## config.mk

```make
export PLATFORM = sky130hd
export DESIGN_NAME = rb_stream_buffer
export DESIGN_NICKNAME = d
export VERILOG_FILES = /design/src/rtl/rb_pkg.sv /design/src/rtl/rb_mem.sv /design/src/rtl/rb_stream_buffer.sv
export SDC_FILE = /design/constraint.sdc
export NUM_CORES = 1
export LEC_CHECK = 0
export CAP_MARGIN = 20
export CELL_PAD_IN_SITES_DETAIL_PLACEMENT = 0
export CELL_PAD_IN_SITES_GLOBAL_PLACEMENT = 2
export CORE_MARGIN = 2
export CORE_UTILIZATION = 30
export DETAILED_ROUTE_END_ITERATION = 16
export DONT_BUFFER_PORTS = 1
export PLACE_DENSITY = 0.63
export SYNTH_ARGS = -nofsm -noshare
export SYNTH_HDL_FRONTEND = slang
export SYNTH_SLANG_ARGS = --single-unit
```

## constraint.sdc

```tcl
create_clock -name clk -period 2.9 [get_ports clk]
set_input_delay 0.87 -clock clk [delete_from_list [all_inputs] [get_ports clk]]
set_output_delay 0.87 -clock clk [all_outputs]
set_load 0.05 [all_outputs]
```

## src/rtl/rb_pkg.sv

```systemverilog
// Shared defaults, operation encoding and width helpers for the ring-buffer stream FIFO.
package rb_pkg;
  localparam int DEF_DATA_W    = 8;
  localparam int DEF_DEPTH     = 16;
  localparam int DEF_AE_THRESH = 1;
  localparam bit DEF_OVERWRITE = 1'b0;

  // Per-edge occupancy action; OP_OVWR replaces the oldest entry while full.
  typedef enum logic [2:0] {
    OP_IDLE,
    OP_PUSH,
    OP_POP,
    OP_BOTH,
    OP_OVWR
  } rb_op_e;

  function automatic int ptr_w(input int depth);
    return (depth > 1) ? $clog2(depth) : 1;
  endfunction

  function automatic int lvl_w(input int depth);
    return $clog2(depth + 1);
  endfunction
endpackage

```

## src/rtl/rb_mem.sv

```systemverilog
// Storage array: one synchronous write port, one asynchronous read port, no reset.
module rb_mem #(
  parameter int DATA_W = 8,
  parameter int DEPTH  = 16,
  parameter int AW     = 4
) (
  input  logic              clk,
  input  logic              we,
  input  logic [AW-1:0]     waddr,
  input  logic [DATA_W-1:0] wdata,
  input  logic [AW-1:0]     raddr,
  output logic [DATA_W-1:0] rdata
);
  logic [DATA_W-1:0] mem [DEPTH];

  always_ff @(posedge clk) begin
    if (we) mem[waddr] <= wdata;
  end

  assign rdata = mem[raddr];
endmodule

```

## src/rtl/rb_stream_buffer.sv

```systemverilog
// Show-ahead circular stream buffer with level/status flags and optional drop-oldest overwrite.
module rb_stream_buffer
  import rb_pkg::*;
#(
  parameter int DATA_W    = DEF_DATA_W,
  parameter int DEPTH     = DEF_DEPTH,
  parameter int AF_THRESH = DEPTH - 2,
  parameter int AE_THRESH = DEF_AE_THRESH,
  parameter bit OVERWRITE = DEF_OVERWRITE
) (
  input  logic                      clk,
  input  logic                      rst,
  input  logic [DATA_W-1:0]         i_data,
  input  logic                      i_valid,
  output logic                      i_ready,
  output logic [DATA_W-1:0]         o_data,
  output logic                      o_valid,
  input  logic                      o_ready,
  output logic [lvl_w(DEPTH)-1:0]   level,
  output logic                      full,
  output logic                      empty,
  output logic                      almost_full,
  output logic                      almost_empty,
  output logic                      ovf,
  input  logic                      ovf_clr
);
  localparam int PW = ptr_w(DEPTH);
  localparam int LW = lvl_w(DEPTH);

  logic [PW-1:0] wr_ptr, rd_ptr;
  logic [LW-1:0] level_q;
  logic          ovf_q;
  logic          push, pop, ovf_set;
  rb_op_e        op;

  assign full         = (level_q == LW'(DEPTH));
  assign empty        = (level_q == '0);
  assign almost_full  = (level_q >= LW'(AF_THRESH));
  assign almost_empty = (level_q <= LW'(AE_THRESH));
  assign level        = level_q;
  assign ovf          = ovf_q;
  assign o_valid      = !empty;

  // Overwrite mode never back-pressures; only reset blocks a write.
  assign i_ready = OVERWRITE ? !rst : (!full && !rst);
  assign push    = i_valid && i_ready;
  assign pop     = o_valid && o_ready;

  always_comb begin
    op      = OP_IDLE;
    ovf_set = 1'b0;
    unique case ({push, pop})
      2'b10:   op = full ? OP_OVWR : OP_PUSH;
      2'b01:   op = OP_POP;
      2'b11:   op = OP_BOTH;
      default: op = OP_IDLE;
    endcase
    if (op == OP_OVWR) ovf_set = 1'b1;
    if (!OVERWRITE && full && i_valid) ovf_set = 1'b1;
  end

  always_ff @(posedge clk) begin
    if (rst) begin
      wr_ptr  <= '0;
      rd_ptr  <= '0;
      level_q <= '0;
      ovf_q   <= 1'b0;
    end else begin
      unique case (op)
        OP_PUSH: begin
          wr_ptr  <= wr_ptr + 1'b1;
          level_q <= level_q + 1'b1;
        end
        OP_POP: begin
          rd_ptr  <= rd_ptr + 1'b1;
          level_q <= level_q - 1'b1;
        end
        OP_BOTH, OP_OVWR: begin
          wr_ptr <= wr_ptr + 1'b1;
          rd_ptr <= rd_ptr + 1'b1;
        end
        default: ;
      endcase
      // Clear wins over a same-edge set so software always sees its clear land.
      ovf_q <= ovf_clr ? 1'b0 : (ovf_q | ovf_set);
    end
  end

  rb_mem #(
    .DATA_W (DATA_W),
    .DEPTH  (DEPTH),
    .AW     (PW)
  ) u_mem (
    .clk   (clk),
    .we    (push),
    .waddr (wr_ptr),
    .wdata (i_data),
    .raddr (rd_ptr),
    .rdata (o_data)
  );
endmodule

```

==> results of run 1 <==
## worst register-to-register path, delay by kind of cell (launching register included)
family	cells	cell delay [ns]
compound gates	2	0.45
fa+ha+maj	1	0.20
buf+inv	2	0.41
flops	1	0.41
mux	1	0.33
simple gates	1	0.47
## area by class of cell
type | instances | area [sq um]
Sequential cell | 146 | 4213
Clock inverter | 15 | 173.9
Clock buffer | 17 | 425.4
Fill cell | 1810 | 12280
Multi-Input combinational cell | 137 | 1573
Inverter | 7 | 27.53
Timing Repair Buffer | 31 | 307.8
Tap cell | 265 | 331.6
## power groups by stage
stage / logic (uW) / registers [uW] / clock network [uW]
detailed placement: 1540 / 2500 / 0
finish: 1560 / 2470 / 2190
floorplan: 1150 / 2570 / 0
global route: 1670 / 2480 / 2330
global placement: 1520 / 2500 / 0
CTS: 1570 / 2460 / 2250
## cells by family after synthesis
kind of cell | synth area share, %
xor+xnor | 0.8976
fa+ha+maj | 2.137
compound gates | 2.415
flops | 71.80
mux | 16.03
buf+inv | 1.752
simple gates | 4.979
## Yosys cell counts
cell type,instances,area share (%)
a2bb2oi_1,1,0.15
or3_1,1,0.11
clkinv_2,1,0.085
nor2b_1,4,0.43
mux2_1,1,0.19
and3_1,1,0.11
nor2_1,27,1.7
nand4bb_1,1,0.19
ha_1,10,2.1
o211ai_1,1,0.13
mux4_2,40,15
nand3_1,6,0.51
a21oi_1,5,0.43
edfxtp_1,128,66
dfxtp_1,18,6.2
nand2b_1,4,0.43
a22oi_2,1,0.21
inv_1,6,0.38
or4b_4,1,0.23
a211oi_2,1,0.21
nor4_1,1,0.11
buf_2,3,0.26
xnor2_1,3,0.45
xor2_1,3,0.45
a211oi_1,1,0.13
buf_1,2,0.13
o211ai_2,1,0.21
mux2_4,1,0.26
o21ai_0,2,0.17
buf_6,2,0.38
clkbuf_1,8,0.51
o31ai_1,1,0.13
a32oi_1,1,0.15
nand2_1,7,0.45
mux2_2,1,0.19
a311oi_1,1,0.15
nor3_1,8,0.68
a211oi_4,1,0.34
## routing by layer
metal  part of all wire, %  GRT usage, %  vias to the layer above
met3                   5.8         5.098                        6
met4                  0.65         2.941                        0
met1                    44         17.97                     1524
li1                      -             -                     1295
met5                     0             0                        -
met2                    49         22.36                       63
## metrics by stage
step	setup TNS, ns	cells	total power, uW
global placement	0	584	4016
CTS	-1.334	617	6280
global route	-1.720	618	6478
floorplan	0	305	3717
detailed placement	0	584	4038
finish	-1.263	618	6227
## what timing repair did
item | CTS | global route
gates cloned | 1 | 1
resized for setup | 3 | 1
endpoints found under the setup margin | 10 | 10
## sequential cells by signal, indices dropped and copies added, names as in the netlist, named ones only
| name | count |
|---|---|
| level | 5 |
| wr_ptr | 4 |
| u_mem.mem | 128 |
| ovf | 1 |
| rd_ptr | 4 |
## how the worst max path moves through the flow
stage | startpoint | endpoint | slack, ns | cells past startpoint
2_1_floorplan | flip-flop | o_data[0] | 0.07 | 4
3_3_place_gp | flip-flop | o_data[1] | 0.26 | 3
3_5_place_dp | flip-flop | o_data[0] | 0.25 | 3
4_1_cts | flip-flop | o_data[6] | -0.20 | 3
5_1_grt | flip-flop | o_data[1] | -0.22 | 3
6_report | flip-flop | o_data[0] | -0.18 | 3
==> flow_summary.json, run 1 <==
{
  "synthCells": 305,
  "die_y_microns": 143.7,
  "r2r_end": "level[4]$_SDFFE_PP0P_",
  "hpwlAfterDp_microns": 8177,
  "avgSynthCellArea_sq_um": 19.20,
  "antenna_found_initial": 0,
  "dr.pass1.iters": 4,
  "timing.fmax_mhz": 324.5,
  "internal_power_uw": 4256,
  "htreeDepth": 4,
  "relSlewSlack_pct": 57.47,
  "finalMaxSlewViolations": 0,
  "status": "complete, but fails checks",
  "whs_ns": 0.5133,
  "hold_path.startpoint": "rd_ptr[1]$_SDFFE_PP0P_",
  "setup_viol": 8,
  "timing.rr.start": "level[0]$_SDFFE_PP0P_",
  "maxCapViolCount": 0,
  "root_buffer": "clkbuf_16",
  "cp_cell_sequence": "clkbuf_16 > mux4_2 > mux4_2",
  "drtIter0Drc": 184,
  "gp_congestion": 0.7362,
  "ys_seq_area_share_pct": 71.79,
  "pwr-share-clk_pct": 35.2,
  "rrSetupSlack_ns": 0.52,
  "final_area_sq_um": 7052,
  "gr-total-overflow": 0,
  "place_area_sq_um": 6395,
  "peakVddDrop_mv": 0.8979,
  "r2r_cells": 7,
  "powerDensity_nw_per_um2": 883.0,
  "track_usage_pct": 13.85,
  "seqPwrFrac_pct": 39.7,
  "cts_setup_buffers": 0,
  "crit_type": "reg2out",
  "syn_area_sq_um": 5856,
  "dieArea_sq_um": 20650,
  "ys_types": 38,
  "wl_microns": 13450,
  "clk_latency_ns": 0.41,
  "cts_buffer_depth": 2,
  "die_width_microns": 143.7,
  "syn_nets": 328,
  "antenna_left": 0,
  "io_buffers": 0,
  "critPathBufInv": 1,
  "grt_max_degree": 33,
  "end_kind": "output pin",
  "combPwrFrac_pct": 25.1,
  "power.switching_uw": 1971,
  "cts_buffers": 17,
  "grt_pass1_vias": 3014,
  "hold_viol_final": 0,
  "final_core_util_pct": 36.47,
  "clock_skew_ns": 0.01222,
  "dp_slack_ns": 0.2514,
  "start_kind": "flip-flop",
  "cellLeakagePower_uw": 0.002251,
  "failed_checks": "setup timing",
  "core_sq_um": 19330,
  "synth_seq_cells": 146,
  "drc_errors": 0,
  "mostFrequentLayoutCells": "edfxtp_1, mux4_2, nor2_1, buf_4, clkbuf_16",
  "ioPinCount": 33,
  "post-route-period-util_pct": 106.3,
  "critPathMaxFanout": 6,
  "rsz0062_at_grt": "true",
  "num_rows": 51,
  "final_common_cell": "edfxtp_1",
  "drive_gt1_share_pct": 33.71,
  "required_ns": 2.03,
  "clock-sinks": 146,
  "post-route-min-period_ns": 3.082,
  "fin_nets": 363,
  "grt_pass1_wl_microns": 19770,
  "ys.warnings.count": 0,
  "vias": 2888,
  "crit_top_cell": "mux4_2",
  "max_stage_delay_ns": 0.66,
  "area_delta_synth_final_pct": 20.43,
  "crit_path_top_delay_cell": "mux4_2",
  "clk_pin_slew_ns": 0.06,
  "crit_arrival_ns": 2.21,
  "cts_tree": "yes",
  "initial_core_util_pct": 30.29,
  "detail_route.wl_per_cell_microns": 21.76,
  "crit_family": "multiplexers",
  "hold_depth": 2,
  "diodes": 0,
  "hold_path_class": "reg2reg",
  "cts_hold_buf": 0,
  "netSwitchingFraction_pct": 31.65,
  "vias_per_cell": 4.673,
  "worst_pin_slew_ns": 0.6371,
  "worst_slack_ns": -0.1820
}
No activity file was read; power rests on OpenSTA's default activity.
==> run 2: changes to the inputs <==
Settings changed: RECOVER_POWER set to 50.
==> flow_summary.json, run 2 (synthesis gave the netlist of run 1 again) <==
{
  "start_kind": "flip-flop",
  "max_stage_delay_ns": 0.66,
  "mostFrequentLayoutCells": "edfxtp_1, mux4_2, nor2_1",
  "combPwrFrac_pct": 24.7,
  "cts_buffers": 17,
  "netSwitchingFraction_pct": 31.78,
  "gp_congestion": 0.7362,
  "clk_latency_ns": 0.41,
  "critPathMaxFanout": 6,
  "grt_pass1_wl_microns": 19770,
  "worst_pin_slew_ns": 0.8864,
  "place_area_sq_um": 6395,
  "worst_slack_ns": -0.1705,
  "crit_type": "reg2out",
  "clock-sinks": 146,
  "maxCapViolCount": 0,
  "power.switching_uw": 1967,
  "final_common_cell": "edfxtp_1",
  "vias_per_cell": 4.673,
  "pwr-share-clk_pct": 35.4,
  "wl_microns": 13430,
  "root_buffer": "clkbuf_16",
  "cts_hold_buf": 0,
  "power_uw": 6188,
  "post-route-min-period_ns": 3.070,
  "dieArea_sq_um": 20650,
  "powerDensity_nw_per_um2": 879.4,
  "drive_gt1_share_pct": 32.29,
  "crit_arrival_ns": 2.20,
  "regMostFlops": "u_mem.mem",
  "htreeDepth": 4,
  "crit_path_top_delay_cell": "mux4_2",
  "seqPwrFrac_pct": 39.9,
  "track_usage_pct": 13.85,
  "drc_errors": 0,
  "whs_ns": 0.5131,
  "antenna_found_initial": 0,
  "clk_pin_slew_ns": 0.06,
  "timing.fmax_mhz": 325.7,
  "initial_core_util_pct": 30.29,
  "ioPinCount": 33,
  "relSlewSlack_pct": 40.91,
  "num_rows": 51,
  "die_y_microns": 143.7,
  "core_sq_um": 19330,
  "diodes": 0,
  "peakVddDrop_mv": 0.8682,
  "final_area_sq_um": 7037,
  "grt_pass1_vias": 3014,
  "antenna_left": 0,
  "detail_route.wl_per_cell_microns": 21.73,
  "hpwlAfterDp_microns": 8177,
  "largest_reg_flops": 128,
  "gr-total-overflow": 0,
  "hold_path_class": "reg2reg",
  "die_width_microns": 143.7,
  "hold_viol_final": 0,
  "cts_buffer_depth": 2,
  "status": "complete, but fails checks",
  "io_buffers": 0,
  "tns_ns": -1.446,
  "rsz0062_at_grt": "true",
  "cp_cell_sequence": "clkbuf_16 > mux4_2 > mux4_2",
  "fillCellCount": 1814,
  "clock_skew_ns": 0.01234,
  "end_kind": "output pin",
  "fin_nets": 363,
  "finalMaxSlewViolations": 0,
  "failed_checks": "setup timing",
  "grt_max_degree": 33,
  "setup_viol": 10,
  "cellLeakagePower_uw": 0.002237,
  "multi_input_area_sq_um": 1569,
  "drtIter0Drc": 184,
  "cts_tree": "yes",
  "ff_latch_area_sq_um": 4213,
  "crit_top_cell": "mux4_2",
  "post-route-period-util_pct": 105.9,
  "internal_power_uw": 4222,
  "vias": 2888,
  "dr.pass1.iters": 4,
  "area_delta_synth_final_pct": 20.17,
  "required_ns": 2.03
}
[run 2: changes by cell type in the layout (fill, tap and decap cells not counted), sizes merged]
cell      change
buf           -3
clkbuf        +3
clkinv        -1
clkinvlp      +1
[run 2: power groups by stage]
stage / logic, uW / registers (uW) / clock network (uW)
floorplan: 1150 / 2570 / 0
global placement: 1520 / 2500 / 0
detailed placement: 1540 / 2500 / 0
CTS: 1570 / 2460 / 2250
global route: 1630 / 2480 / 2330
finish: 1530 / 2470 / 2190
[run 2: timing repair]
action	CTS	global route
pin swaps	0	0
gates resized for setup	3	1
cloned	1	1
buffers inserted	0	0
setup endpoints to repair	10	10
[run 2: worst max-delay path, delay by kind of cell, from the launching register on]
family,cells,cell delay (ns)
multiplexers,2,1.16
flip-flops,1,0.44
buffers and inverters,1,0.19
[run 2: layout make-up]
| class | count | area share (%) |
|---|---|---|
| clock buffers | 17 | 6.046 |
| clock inverters | 15 | 2.472 |
| inverters | 7 | 0.3912 |
| multi-input cells | 137 | 22.30 |
| flip-flops and latches | 146 | 59.87 |
| well taps | 265 | 4.712 |
| repair buffers | 31 | 4.214 |
[run 2: final timing paths]
kind / start / to / slack (ns) / cells past startpoint
setup / recovery: flip-flop / o_data[0] / -0.17 / 3
hold / removal: rd_ptr[1]$_SDFFE_PP0P_ / flip-flop / 0.51 / 2
hold reg to reg: rd_ptr[1]$_SDFFE_PP0P_ / flip-flop / 0.51 / 2
setup reg to reg: level[0]$_SDFFE_PP0P_ / level[4]$_SDFFE_PP0P_ / 0.07 / 7
[run 2: per-stage QoR]
stage	utilization, %	worst slack, ns	cells
after floorplan	-	0.06670	305
after global placement	33.07	0.2585	584
after detailed placement	33.07	0.2514	584
after CTS	36.34	-0.1976	617
after global routing	36.39	-0.2226	618
final	36.39	-0.1705	618
[run 2: metal layers]
metal	GRT usage [%]	part of all wire [%]	vias to the layer above
li1	-	-	1297
met1	17.97	45	1521
met2	22.36	49	64
met3	5.098	5.6	6
met4	2.941	0.65	0
met5	0	0	-
==> run 3: changes to the inputs <==
Settings changed: DONT_BUFFER_PORTS 1 to unset, PLACE_DENSITY 0.63 to 0.66, SLEW_MARGIN set to 25.
==> flow_summary.json, run 3 (synthesis gave the netlist of run 1 again) <==
{
  "relSlewSlack_pct": 50.04,
  "place_area_sq_um": 6780,
  "hold_viol_final": 0,
  "crit_top_cell": "mux4_2",
  "cts_buffers": 17,
  "crit_type": "reg2out",
  "dieArea_sq_um": 20650,
  "gp_congestion": 0.7205,
  "end_kind": "output pin",
  "final_common_cell": "edfxtp_1",
  "cellLeakagePower_uw": 0.002405,
  "crit_arrival_ns": 2.23,
  "grt_max_degree": 33,
  "regMostFlops": "u_mem.mem",
  "crit_family": "multiplexers",
  "max_stage_delay_ns": 0.53,
  "ioPinCount": 33,
  "peakVddDrop_mv": 0.6796,
  "worst_pin_slew_ns": 0.7449,
  "cts_tree": "yes",
  "clk_latency_ns": 0.42,
  "fillCellCount": 1778,
  "die_width_microns": 143.7,
  "setup_viol": 10,
  "cp_cell_sequence": "buf_12 > mux4_2 > mux4_2 > buf_6",
  "critPathMaxFanout": 8,
  "maxCapViolCount": 0,
  "track_usage_pct": 13.15,
  "timing.fmax_mhz": 322.8,
  "clock_skew_ns": 0.01644,
  "htreeDepth": 4,
  "dr.pass1.iters": 4,
  "io_buffers": 32,
  "num_rows": 51,
  "finalMaxSlewViolations": 0,
  "required_ns": 2.03,
  "core_sq_um": 19330,
  "grt_pass1_wl_microns": 19180,
  "cts_buffer_depth": 2,
  "gr-total-overflow": 0,
  "rsz0062_at_grt": "true",
  "mostFrequentLayoutCells": "edfxtp_1, mux4_2, buf_4",
  "wl_microns": 12430,
  "cts_hold_buf": 0,
  "clock-sinks": 146,
  "drtIter0Drc": 203,
  "drive_gt1_share_pct": 33.33,
  "root_buffer": "clkbuf_16",
  "drc_errors": 0,
  "final_core_util_pct": 38.11,
  "failed_checks": "setup timing",
  "post-route-period-util_pct": 106.8,
  "area_delta_synth_final_pct": 25.83,
  "crit_path_top_delay_cell": "mux4_2",
  "largest_reg_flops": 128,
  "multi_input_area_sq_um": 1564,
  "antenna_found_initial": 0,
  "powerDensity_nw_per_um2": 851.4,
  "vias_per_cell": 4.630,
  "clk_pin_slew_ns": 0.06,
  "diodes": 0,
  "fin_nets": 397,
  "grt_pass1_vias": 3174,
  "hold_path_class": "reg2reg",
  "vias": 3019,
  "rrSetupSlack_ns": 0.20,
  "worst_slack_ns": -0.1978,
  "start_kind": "flip-flop",
  "hpwlAfterDp_microns": 8285,
  "detail_route.wl_per_cell_microns": 19.06,
  "post-route-min-period_ns": 3.098,
  "status": "complete, but fails checks",
  "critPathBufInv": 2,
  "antenna_left": 0,
  "die_y_microns": 143.7,
  "final_area_sq_um": 7368,
  "ff_latch_area_sq_um": 4209,
  "initial_core_util_pct": 30.29
}
## run 3: timing repair
action / CTS / global route
setup endpoints to repair: 9 / 10
gates resized for setup: 11 / 2
gates cloned: 1 / 0
setup buffers: 1 / 0
## run 3: worst paths after layout
path / to / startpoint / cells past startpoint
worst max-delay path: o_data[0] / flip-flop / 4
worst min-delay path: rd_ptr[1]$_SDFFE_PP0P_ / rd_ptr[1]$_SDFFE_PP0P_ / 2
worst max register to register: level[4]$_SDFFE_PP0P_ / level[1]$_SDFFE_PP0P_ / 7
worst min register to register: rd_ptr[1]$_SDFFE_PP0P_ / rd_ptr[1]$_SDFFE_PP0P_ / 2
## run 3: routing by layer
layer	global-route usage [%]	vias up	part of all wire, %
met4	4.799	0	1.5
met2	21.10	86	49
met5	0	-	0
met1	16.87	1561	44
li1	-	1362	-
met3	4.032	10	5.5
## run 3: report_power, final
| group | total (uW) | internal [uW] | switching (uW) |
|---|---|---|---|
| combinational | 1820 | 774 | 1040 |
| sequential | 2450 | 2360 | 84.5 |
| clock | 2010 | 1120 | 891 |
| total | 6270 | 4260 | 2020 |
## run 3: area by class of cell
cell class,instances,share of cell area (%)
Inverter,7,0.3736
Timing Repair Buffer,65,9.356
Sequential cell,146,57.12
Clock buffer,18,5.824
Clock inverter,14,1.596
Tap cell,265,4.500
Multi-Input combinational cell,137,21.23
## run 3: stage by stage
step	setup slack (ns)	total power (uW)	hold WS, ns	setup TNS, ns	cells
after floorplan	0.06670	3717	0.4755	0	305
after global placement	0.07617	4290	0.4951	0	619
after detailed placement	0.07833	4298	0.4991	0	619
after CTS	-0.2422	6405	0.5111	-1.781	653
after global routing	-0.2572	6541	0.5399	-2.380	652
final	-0.1978	6273	0.5174	-1.403	652
## run 3: tightest hold or removal path, cell delays in order (launching register included)
cell and delay, ns:
dfxtp_1 0.33, nand2_1 0.08, a21oi_1 0.06
